### config.mk
export PLATFORM = sky130hd
export DESIGN_NAME = fetch_halfword_unit_flat
export DESIGN_NICKNAME = d
export VERILOG_FILES = /design/src/rtl/fetch_halfword_unit_if.sv /design/src/rtl/fetch_halfword_unit.sv /design/src/flat_wrapper.sv
export SDC_FILE = /design/constraint.sdc
export NUM_CORES = 1
export LEC_CHECK = 0
export CAP_MARGIN = 20
export CORE_MARGIN = 2
export CORE_UTILIZATION = 55
export CTS_CLUSTER_DIAMETER = 60
export DETAILED_ROUTE_END_ITERATION = 7
export DONT_BUFFER_PORTS = 1
export PLACE_DENSITY_LB_ADDON = 0.08
export SLEW_MARGIN = 20
export SYNTH_ARGS = -nofsm -noshare
export SYNTH_HDL_FRONTEND = slang
export SYNTH_SLANG_ARGS = --single-unit
### constraint.sdc
create_clock -name clk_i -period 2.2 [get_ports clk_i]
set_clock_uncertainty 0.1 [all_clocks]
set_input_delay 0.44 -clock clk_i [delete_from_list [all_inputs] [get_ports clk_i]]
set_output_delay 0.44 -clock clk_i [all_outputs]
set_load 0.03 [all_outputs]
### src/rtl/fetch_halfword_unit_if.sv
// Instruction-memory bus and fetch/decode output bundle of fetch_halfword_unit.
// master = fetch stage, slave = memory/decode side.
interface fetch_halfword_unit_if;
  logic [31:0] imem_addr_o;
  logic        imem_req_o;
  logic [15:0] imem_data_i;
  logic [15:0] instruction_o;
  logic [31:0] pc_o;
  logic        instr_valid_o;
  logic        second_half_o;

  modport master (
    output imem_addr_o, imem_req_o, instruction_o, pc_o, instr_valid_o, second_half_o,
    input  imem_data_i
  );

  modport slave (
    input  imem_addr_o, imem_req_o, instruction_o, pc_o, instr_valid_o, second_half_o,
    output imem_data_i
  );
endinterface

### src/rtl/fetch_halfword_unit.sv
// Thumb halfword fetch stage: fetch PC, 1-cycle imem, fetch/decode register and 32-bit pair tagging.
// `define FETCH_SKID_EN adds a one-entry skid buffer; without it a stalled response is refetched.
module fetch_halfword_unit #(
  parameter logic [31:0] RESET_PC = 32'h0000_0000
) (
  input  logic                  clk_i,
  input  logic                  rst_i,
  input  logic                  stall_i,
  input  logic                  branch_valid_i,
  input  logic [31:0]           branch_target_i,
  fetch_halfword_unit_if.master bus
);

  typedef enum logic {ST_FIRST = 1'b0, ST_SECOND = 1'b1} pair_state_e;

  pair_state_e state_q, state_d;
  logic        tag_en;
  logic        tag_second;
  logic        is_prefix;
  logic        issue;

  logic [31:0] fetch_pc_q, fetch_pc_d;
  logic        resp_valid_q, resp_valid_d;
  logic [31:0] resp_pc_q, resp_pc_d;
  logic [15:0] instr_q, instr_d;
  logic [31:0] pc_q, pc_d;
  logic        valid_q, valid_d;
  logic        second_q, second_d;

`ifdef FETCH_SKID_EN
  logic        skid_valid_q, skid_valid_d;
  logic [15:0] skid_data_q, skid_data_d;
  logic [31:0] skid_pc_q, skid_pc_d;
  logic        skid_second_q, skid_second_d;
`endif

  assign issue     = !rst_i && !stall_i && !branch_valid_i;
  assign is_prefix = bus.imem_data_i[15:11] inside {5'b11101, 5'b11110, 5'b11111};

`ifdef FETCH_SKID_EN
  // Every response lands in either the output or the skid, so every one is tagged.
  assign tag_en = resp_valid_q && !branch_valid_i;
`else
  assign tag_en = resp_valid_q && !branch_valid_i && !stall_i;
`endif

  // Pairing FSM: state register
  always_ff @(posedge clk_i) begin
    if (rst_i || branch_valid_i) begin
      state_q <= ST_FIRST;
    end else begin
      state_q <= state_d;
    end
  end

  // Pairing FSM: next state
  always_comb begin
    state_d = state_q;
    if (tag_en) begin
      case (state_q)
        ST_FIRST:  if (is_prefix) state_d = ST_SECOND;
        ST_SECOND: state_d = ST_FIRST;
      endcase
    end
  end

  // Pairing FSM: output
  always_comb begin
    tag_second = (state_q == ST_SECOND);
  end

  always_comb begin
    fetch_pc_d   = fetch_pc_q;
    resp_valid_d = issue;
    resp_pc_d    = resp_pc_q;
    instr_d      = instr_q;
    pc_d         = pc_q;
    valid_d      = valid_q;
    second_d     = second_q;
`ifdef FETCH_SKID_EN
    skid_valid_d  = skid_valid_q;
    skid_data_d   = skid_data_q;
    skid_pc_d     = skid_pc_q;
    skid_second_d = skid_second_q;
`endif

    if (issue) begin
      resp_pc_d  = fetch_pc_q;
      fetch_pc_d = fetch_pc_q + 32'd2;
    end

    if (branch_valid_i) begin
      fetch_pc_d = {branch_target_i[31:1], 1'b0};
      valid_d    = 1'b0;
`ifdef FETCH_SKID_EN
      skid_valid_d = 1'b0;
`endif
    end else if (!stall_i) begin
`ifdef FETCH_SKID_EN
      if (skid_valid_q) begin
        // Older skid entry goes out first; a concurrent response takes its place.
        instr_d       = skid_data_q;
        pc_d          = skid_pc_q;
        valid_d       = 1'b1;
        second_d      = skid_second_q;
        skid_valid_d  = resp_valid_q;
        skid_data_d   = bus.imem_data_i;
        skid_pc_d     = resp_pc_q;
        skid_second_d = tag_second;
      end else
`endif
      if (resp_valid_q) begin
        instr_d  = bus.imem_data_i;
        pc_d     = resp_pc_q;
        valid_d  = 1'b1;
        second_d = tag_second;
      end else begin
        valid_d = 1'b0;
      end
    end else if (resp_valid_q) begin
`ifdef FETCH_SKID_EN
      skid_valid_d  = 1'b1;
      skid_data_d   = bus.imem_data_i;
      skid_pc_d     = resp_pc_q;
      skid_second_d = tag_second;
`else
      // Response is dropped; rewind so it is fetched again after the stall.
      fetch_pc_d = resp_pc_q;
`endif
    end
  end

  always_ff @(posedge clk_i) begin
    if (rst_i) begin
      fetch_pc_q   <= {RESET_PC[31:1], 1'b0};
      resp_valid_q <= 1'b0;
      resp_pc_q    <= 32'd0;
      instr_q      <= 16'd0;
      pc_q         <= 32'd0;
      valid_q      <= 1'b0;
      second_q     <= 1'b0;
`ifdef FETCH_SKID_EN
      skid_valid_q  <= 1'b0;
      skid_data_q   <= 16'd0;
      skid_pc_q     <= 32'd0;
      skid_second_q <= 1'b0;
`endif
    end else begin
      fetch_pc_q   <= fetch_pc_d;
      resp_valid_q <= resp_valid_d;
      resp_pc_q    <= resp_pc_d;
      instr_q      <= instr_d;
      pc_q         <= pc_d;
      valid_q      <= valid_d;
      second_q     <= second_d;
`ifdef FETCH_SKID_EN
      skid_valid_q  <= skid_valid_d;
      skid_data_q   <= skid_data_d;
      skid_pc_q     <= skid_pc_d;
      skid_second_q <= skid_second_d;
`endif
    end
  end

  assign bus.imem_addr_o   = fetch_pc_q;
  assign bus.imem_req_o    = issue;
  assign bus.instruction_o = instr_q;
  assign bus.pc_o          = pc_q;
  assign bus.instr_valid_o = valid_q;
  assign bus.second_half_o = second_q;

endmodule

### src/flat_wrapper.sv
// flat-port wrapper written by rule: the top's interface ports become plain ports
module fetch_halfword_unit_flat 
#(
  parameter logic [31:0] RESET_PC = 32'h0000_0000
)
  (clk_i, rst_i, stall_i, branch_valid_i, branch_target_i, bus_imem_addr_o, bus_imem_req_o, bus_instruction_o, bus_pc_o, bus_instr_valid_o, bus_second_half_o, bus_imem_data_i);
  fetch_halfword_unit_if bus_i ();
  input  logic clk_i;
  input  logic rst_i;
  input  logic stall_i;
  input  logic branch_valid_i;
  input  logic [31:0] branch_target_i;
  output wire logic [$bits(bus_i.imem_addr_o)-1:0] bus_imem_addr_o;
  output wire logic [$bits(bus_i.imem_req_o)-1:0] bus_imem_req_o;
  output wire logic [$bits(bus_i.instruction_o)-1:0] bus_instruction_o;
  output wire logic [$bits(bus_i.pc_o)-1:0] bus_pc_o;
  output wire logic [$bits(bus_i.instr_valid_o)-1:0] bus_instr_valid_o;
  output wire logic [$bits(bus_i.second_half_o)-1:0] bus_second_half_o;
  input wire logic [$bits(bus_i.imem_data_i)-1:0] bus_imem_data_i;
  assign bus_imem_addr_o = bus_i.imem_addr_o;
  assign bus_imem_req_o = bus_i.imem_req_o;
  assign bus_instruction_o = bus_i.instruction_o;
  assign bus_pc_o = bus_i.pc_o;
  assign bus_instr_valid_o = bus_i.instr_valid_o;
  assign bus_second_half_o = bus_i.second_half_o;
  assign bus_i.imem_data_i = bus_imem_data_i;
  fetch_halfword_unit #(.RESET_PC(RESET_PC)) u_core (.clk_i(clk_i), .rst_i(rst_i), .stall_i(stall_i), .branch_valid_i(branch_valid_i), .branch_target_i(branch_target_i), .bus(bus_i));
endmodule
; Word level (Yosys, flattened, before mapping)
; Index checks and enable logic that the tools add are counted.
[totals]
regBits = 116
latchBits = 0
mem_bits_rw = 0
mem_bits_ro = 0
inputBits = 52
output_inout_bits = 83
wordCells = 34
memories = 0
[classes]
add_sub_neg = 1
mul = 0
div_mod_pow = 0
magnitude_cmp = 0
eq_ne = 3
shifts = 0
n_mux = 7
bitwise = 3
n_reduce_logical = 11
[op_table]
columns = operator, n
row1 = $mux W32, 4
row2 = $add A32 B2 Y32 const B, 1
row3 = $eq A5 B5 Y1 const B, 3
row4 = $logic_and A1 B1 Y1, 4
row5 = $logic_not A1 Y1, 3
row6 = $not A1 Y1, 3
row7 = $reduce_and A3 Y1, 1
row8 = $reduce_bool A3 Y1, 1
row9 = $mux W1, 2
row10 = $pmux W1 S2, 1
row11 = $reduce_or A2 Y1, 1
row12 = $logic_or A1 B1 Y1, 1

; Depth between registers and ports, before layout
[logic_depth]
ltp_word = 7
ltp_mapped = 8
depth_no_buf = 6

; Worst setup path before layout
; OpenSTA, ideal clock, no wires.
[synth_timing]
path_kind = in2out
startpoint = in stall_i
endpoint = out bus_imem_req_o
arrival_time_ns = 1.539
t_required_ns = 1.660
slack_ns = 0.121
stages = 4
n_path_buf = 2
path_cell_list = or3_4 -> buf_2 -> inv_1 -> clkbuf_1
[synth_via]
elab_chain_len = 3
[synth_lines]
columns = item, line
row1 = from (decl), flat_wrapper.sv:10  ; input logic stall_i;
row2 = $logic_not A1 Y1, fetch_halfword_unit.sv:37  ; assign issue = !rst_i && !stall_i && !branch_valid_i;
row3 = $logic_and A1 B1 Y1 (2 in a row), fetch_halfword_unit.sv:37
row4 = to (decl), flat_wrapper.sv:14  ; output wire logic [$bits(bus_i.imem_req_o)-1:0] bus_imem_req_o;
; No other way between the ends.

; Worst setup path after layout
[layout_timing]
startpoint = reg u_core.fetch_pc_q[1] (netlist: u_core.bus.imem_addr_o[1])
endpoint = reg u_core.fetch_pc_q[30] (netlist: u_core.bus.imem_addr_o[30])
[layout_via]
elab_chain_len = 5
[layout_lines]
columns = item, line
row1 = from (decl), fetch_halfword_unit.sv:22  ; logic [31:0] fetch_pc_q, fetch_pc_d;
row2 = from (signal assigned), fetch_halfword_unit.sv:135  ; fetch_pc_q <= {RESET_PC[31:1], 1'b0};
row3 = from (signal assigned), fetch_halfword_unit.sv:149  ; fetch_pc_q <= fetch_pc_d;
row4 = $add A32 B2 Y32 (*), fetch_halfword_unit.sv:89  ; fetch_pc_d = fetch_pc_q + 32'd2;
row5 = $mux W32 (*), fetch_halfword_unit.sv:87  ; if (issue) begin
row6 = $mux W32, fetch_halfword_unit.sv:120  ; end else if (resp_valid_q) begin
row7 = $mux W32 (*), fetch_halfword_unit.sv:98  ; end else if (!stall_i) begin
row8 = $mux W32 (*), fetch_halfword_unit.sv:92  ; if (branch_valid_i) begin
; Mark *: on every way between the ends. The rest lies on a longest branch, timed or not.
; A chain may end at the register's enable or synchronous reset.

==> results_dict.tcl <==
set metrics [dict create \
    max_freq_mhz 494 \
    cp_data_arrival_time_ns 2.31 \
    regToRegStartpoint "u_core.bus.imem_addr_o[1]" \
    yosysUniqueCellTypes 39 \
    synthTopCellsByArea "dfxtp_1 (48%), nand2_1 (13%), a21oi_1 (6.7%)" \
    routed_wl_mm 13.9 \
    synth_edf_count 0 \
    grt_start_max_net_pins 82 \
    clk_latency_ns 0.51 \
    cp.required_ns 2.48 \
    insertedDiodeCount 0 \
    detail_route.wl_per_cell_um 17.7 \
    synth-main-ff-cell "dfxtp_1" \
    holdPathEnd "u_core.resp_pc_q[5]" \
    yosysSeqAreaShare_pct 48.0 \
    min_path_type "input port to flop" \
    dr.pass1.iters 5 \
    clockBufferDepth 2 \
    clock-sinks 116 \
    synth-warning-count 0 \
    antenna_found_initial 0 \
    yosysMostFrequentCell "nand2_1" \
    path_class "flop to flop" \
    dpl.cell_count 707 \
    initial_core_util_pct 56.0 \
    synthArstFlopShare_pct 0 \
    reg2reg_slack_ns 0.18 \
    gp_congestion 0.792 \
    via_count 4474 \
    synth.avg_cell_area_um2 8.09 \
    cts.clk_slew.worst_paths_ns 0.06 \
    final_antenna_net_count 0 \
    synth_top_family_by_area "simple AND/OR/NAND/NOR gates" \
    fp.dieH_um 97.8 \
    hold_start "rst_i" \
    whs_path_depth 2 \
    post-cts-setup-buffers 0 \
    post_route_cells_drive_above_1_share_pct 12.6 \
    rows 34 \
    synth_xor_area_share_pct 5.07 \
    drt-initial-drc-count 222 \
    timing.rr.end "u_core.bus.imem_addr_o[30]" \
    maxSlewHeadroom_pct 62.7 \
    syn-num-nets 651 \
    synth_compound_area_share_pct 14.6 \
    synthMuxAreaShare_pct 0.854 \
    nNetsFinal 716 \
    finalSetupTns_ns 0 \
    synth_area_um2 4840 \
    hpwl_mm 8.26 \
    remaining_drc_errors 0 \
    reg2reg_depth 5 \
    cap_violations 0 \
    hold_viol_final 0 \
    root_buffer "clkbuf_8" \
    setup_viol 0 \
    synthCells 598 \
    finalCriticalPeriod_ns 2.02 \
    synth_fa_ha_area_share_pct 0.259 \
    power_density_nw_per_um2 857 \
    grt_pass1_wl_mm 22.7 \
    gr-total-overflow 0 \
    synth_commonest_cells "nand2_1 (171), dfxtp_1 (116), a21oi_1 (65)" \
    numCtsBuffers 17 \
    rsz0062_at_grt "false" \
    port_buffers 0 \
    synth.top_cell.area_share_pct 48.0 \
    h-tree-depth 4 \
    end_kind "flop" \
    synth-simple-area-share_pct 27.1 \
    fp.dieW_um 97.8 \
    p_leak_nw 2.32 \
    fin_crit_sh_pct 92.0 \
    tritoncts "done" \
    first_global_vias 4527 \
    cp_max_fo 7 \
    ys_seq_elements 116 \
    run_status "finished, final reports clean" \
    vias_per_cell 5.71 \
    slew_viol_final 0 \
    grt_usage_pct 29.3 \
    synth_top_cell_by_area "dfxtp_1" \
    io_pins 135 \
    syn_to_final_growth_pct 28.4 \
    layout.cells.non_filler 784 \
    start_kind "flop" \
    ir_drop_mv 0.454 \
    fin_util_pct 71.9 \
    max_slew.worst_pin.slew_ns 0.558 \
    dieArea_um2 9560 \
    core_um2 8640 \
]
[how the worst max path moves through the flow]
stage,startpoint,end,slack (ns),cells after the start
2_1_floorplan,stall_i,bus_imem_req_o,0.12,4
3_3_place_gp,branch_valid_i,u_core.bus.imem_addr_o[24],0.16,5
3_5_place_dp,branch_valid_i,u_core.bus.imem_addr_o[30],0.13,5
4_1_cts,u_core.bus.imem_addr_o[1],u_core.bus.imem_addr_o[25],0.13,7
5_1_grt,u_core.bus.imem_addr_o[1],u_core.bus.imem_addr_o[12],0.004,5
6_report,u_core.bus.imem_addr_o[1],u_core.bus.imem_addr_o[30],0.18,5
[what timing repair did]
action                     CTS  global route
hold endpoints to repair   103             0
hold buffers                45             0
gates resized for setup      0             1
setup endpoints to repair    0             1
[cells in the final DEF, fill, tap and decap left out, types with 3 or more instances in the layout]
cell and count:
xnor2_1 8, nand4_1 13, dlygate4sd3_1 44, o21ai_1 7, dfxtp_1 116, nand3b_1 29, nor3_1 8, o22ai_1 3
clkinvlp_4 4, and3_1 3, nor2_1 20, clkbuf_16 16, a22oi_1 20, nand2_1 170, inv_1 7, nor3b_1 6
nand3_1 10, a21oi_1 65, inv_6 3, xor2_1 20, o21ai_0 21, buf_4 41, nand4b_1 3, mux2i_1 3
clkinv_4 3
[power breakdown]
group	total (W)	switching [W]	internal, W	leakage, nW
sequential	0.00223	0.0000695	0.00216	0.942
combinational	0.000406	0.000232	0.000174	1.10
clock	0.00269	0.00104	0.00165	0.274
[routing by layer]
metal | global-route usage, % | wire length [um] | up-vias
met5 | 0 | 0 | -
met3 | 7.59 | 1030 | 10
met1 | 36.3 | 5850 | 2136
li1 | - | - | 2163
met2 | 50.2 | 6850 | 165
met4 | 9.72 | 132 | 0
[registers in the layout, indices dropped and copies added, names as in the netlist, named ones only]
register and count:
u_core.resp_pc_q 32, u_core.state_q 1, u_core.resp_valid_q 1, u_core.bus.imem_addr_o 31, u_core.bus.instruction_o 16, u_core.bus.pc_o 32
u_core.bus.second_half_o 1, u_core.bus.instr_valid_o 1
[worst max-delay path, stage by stage (launching register included)]
cell and delay (ns):
dfxtp_1 0.46, nand4b_1 0.35, nor4_4 0.52, nand4_1 0.20
xnor2_1 0.19, o22ai_1 0.08
[final cells by class]
cell class,count,area (um^2)
flip-flops and latches,116,2320
clock inverters,14,153
inverters,7,26.3
well taps,108,135
repair buffers,88,816
multi-input cells,433,2330
clock buffers,18,428
fillers,696,2430
[cells by family (layout without fill, tap and decap cells)]
family / Yosys count / after routing
flops: 116 / 116
simple gates: 275 / 275
xor+xnor: 28 / 28
buf+inv: 49 / 127
fa+ha+maj: 1 / 1
compound gates: 125 / 125
mux: 4 / 4
[through the flow]
stage	hold WS, ns	power, W	setup slack [ns]	instance area, um^2
finish	0.0201	0.00532	0.175	6210
global route	0.0311	0.00546	0.00424	6210
CTS	0.00274	0.00534	0.128	6200
detailed placement	0.355	0.00258	0.127	5150
global placement	0.347	0.00257	0.164	5150
floorplan	0.337	0.00250	0.121	4840
(Power assumes the default switching activity.)
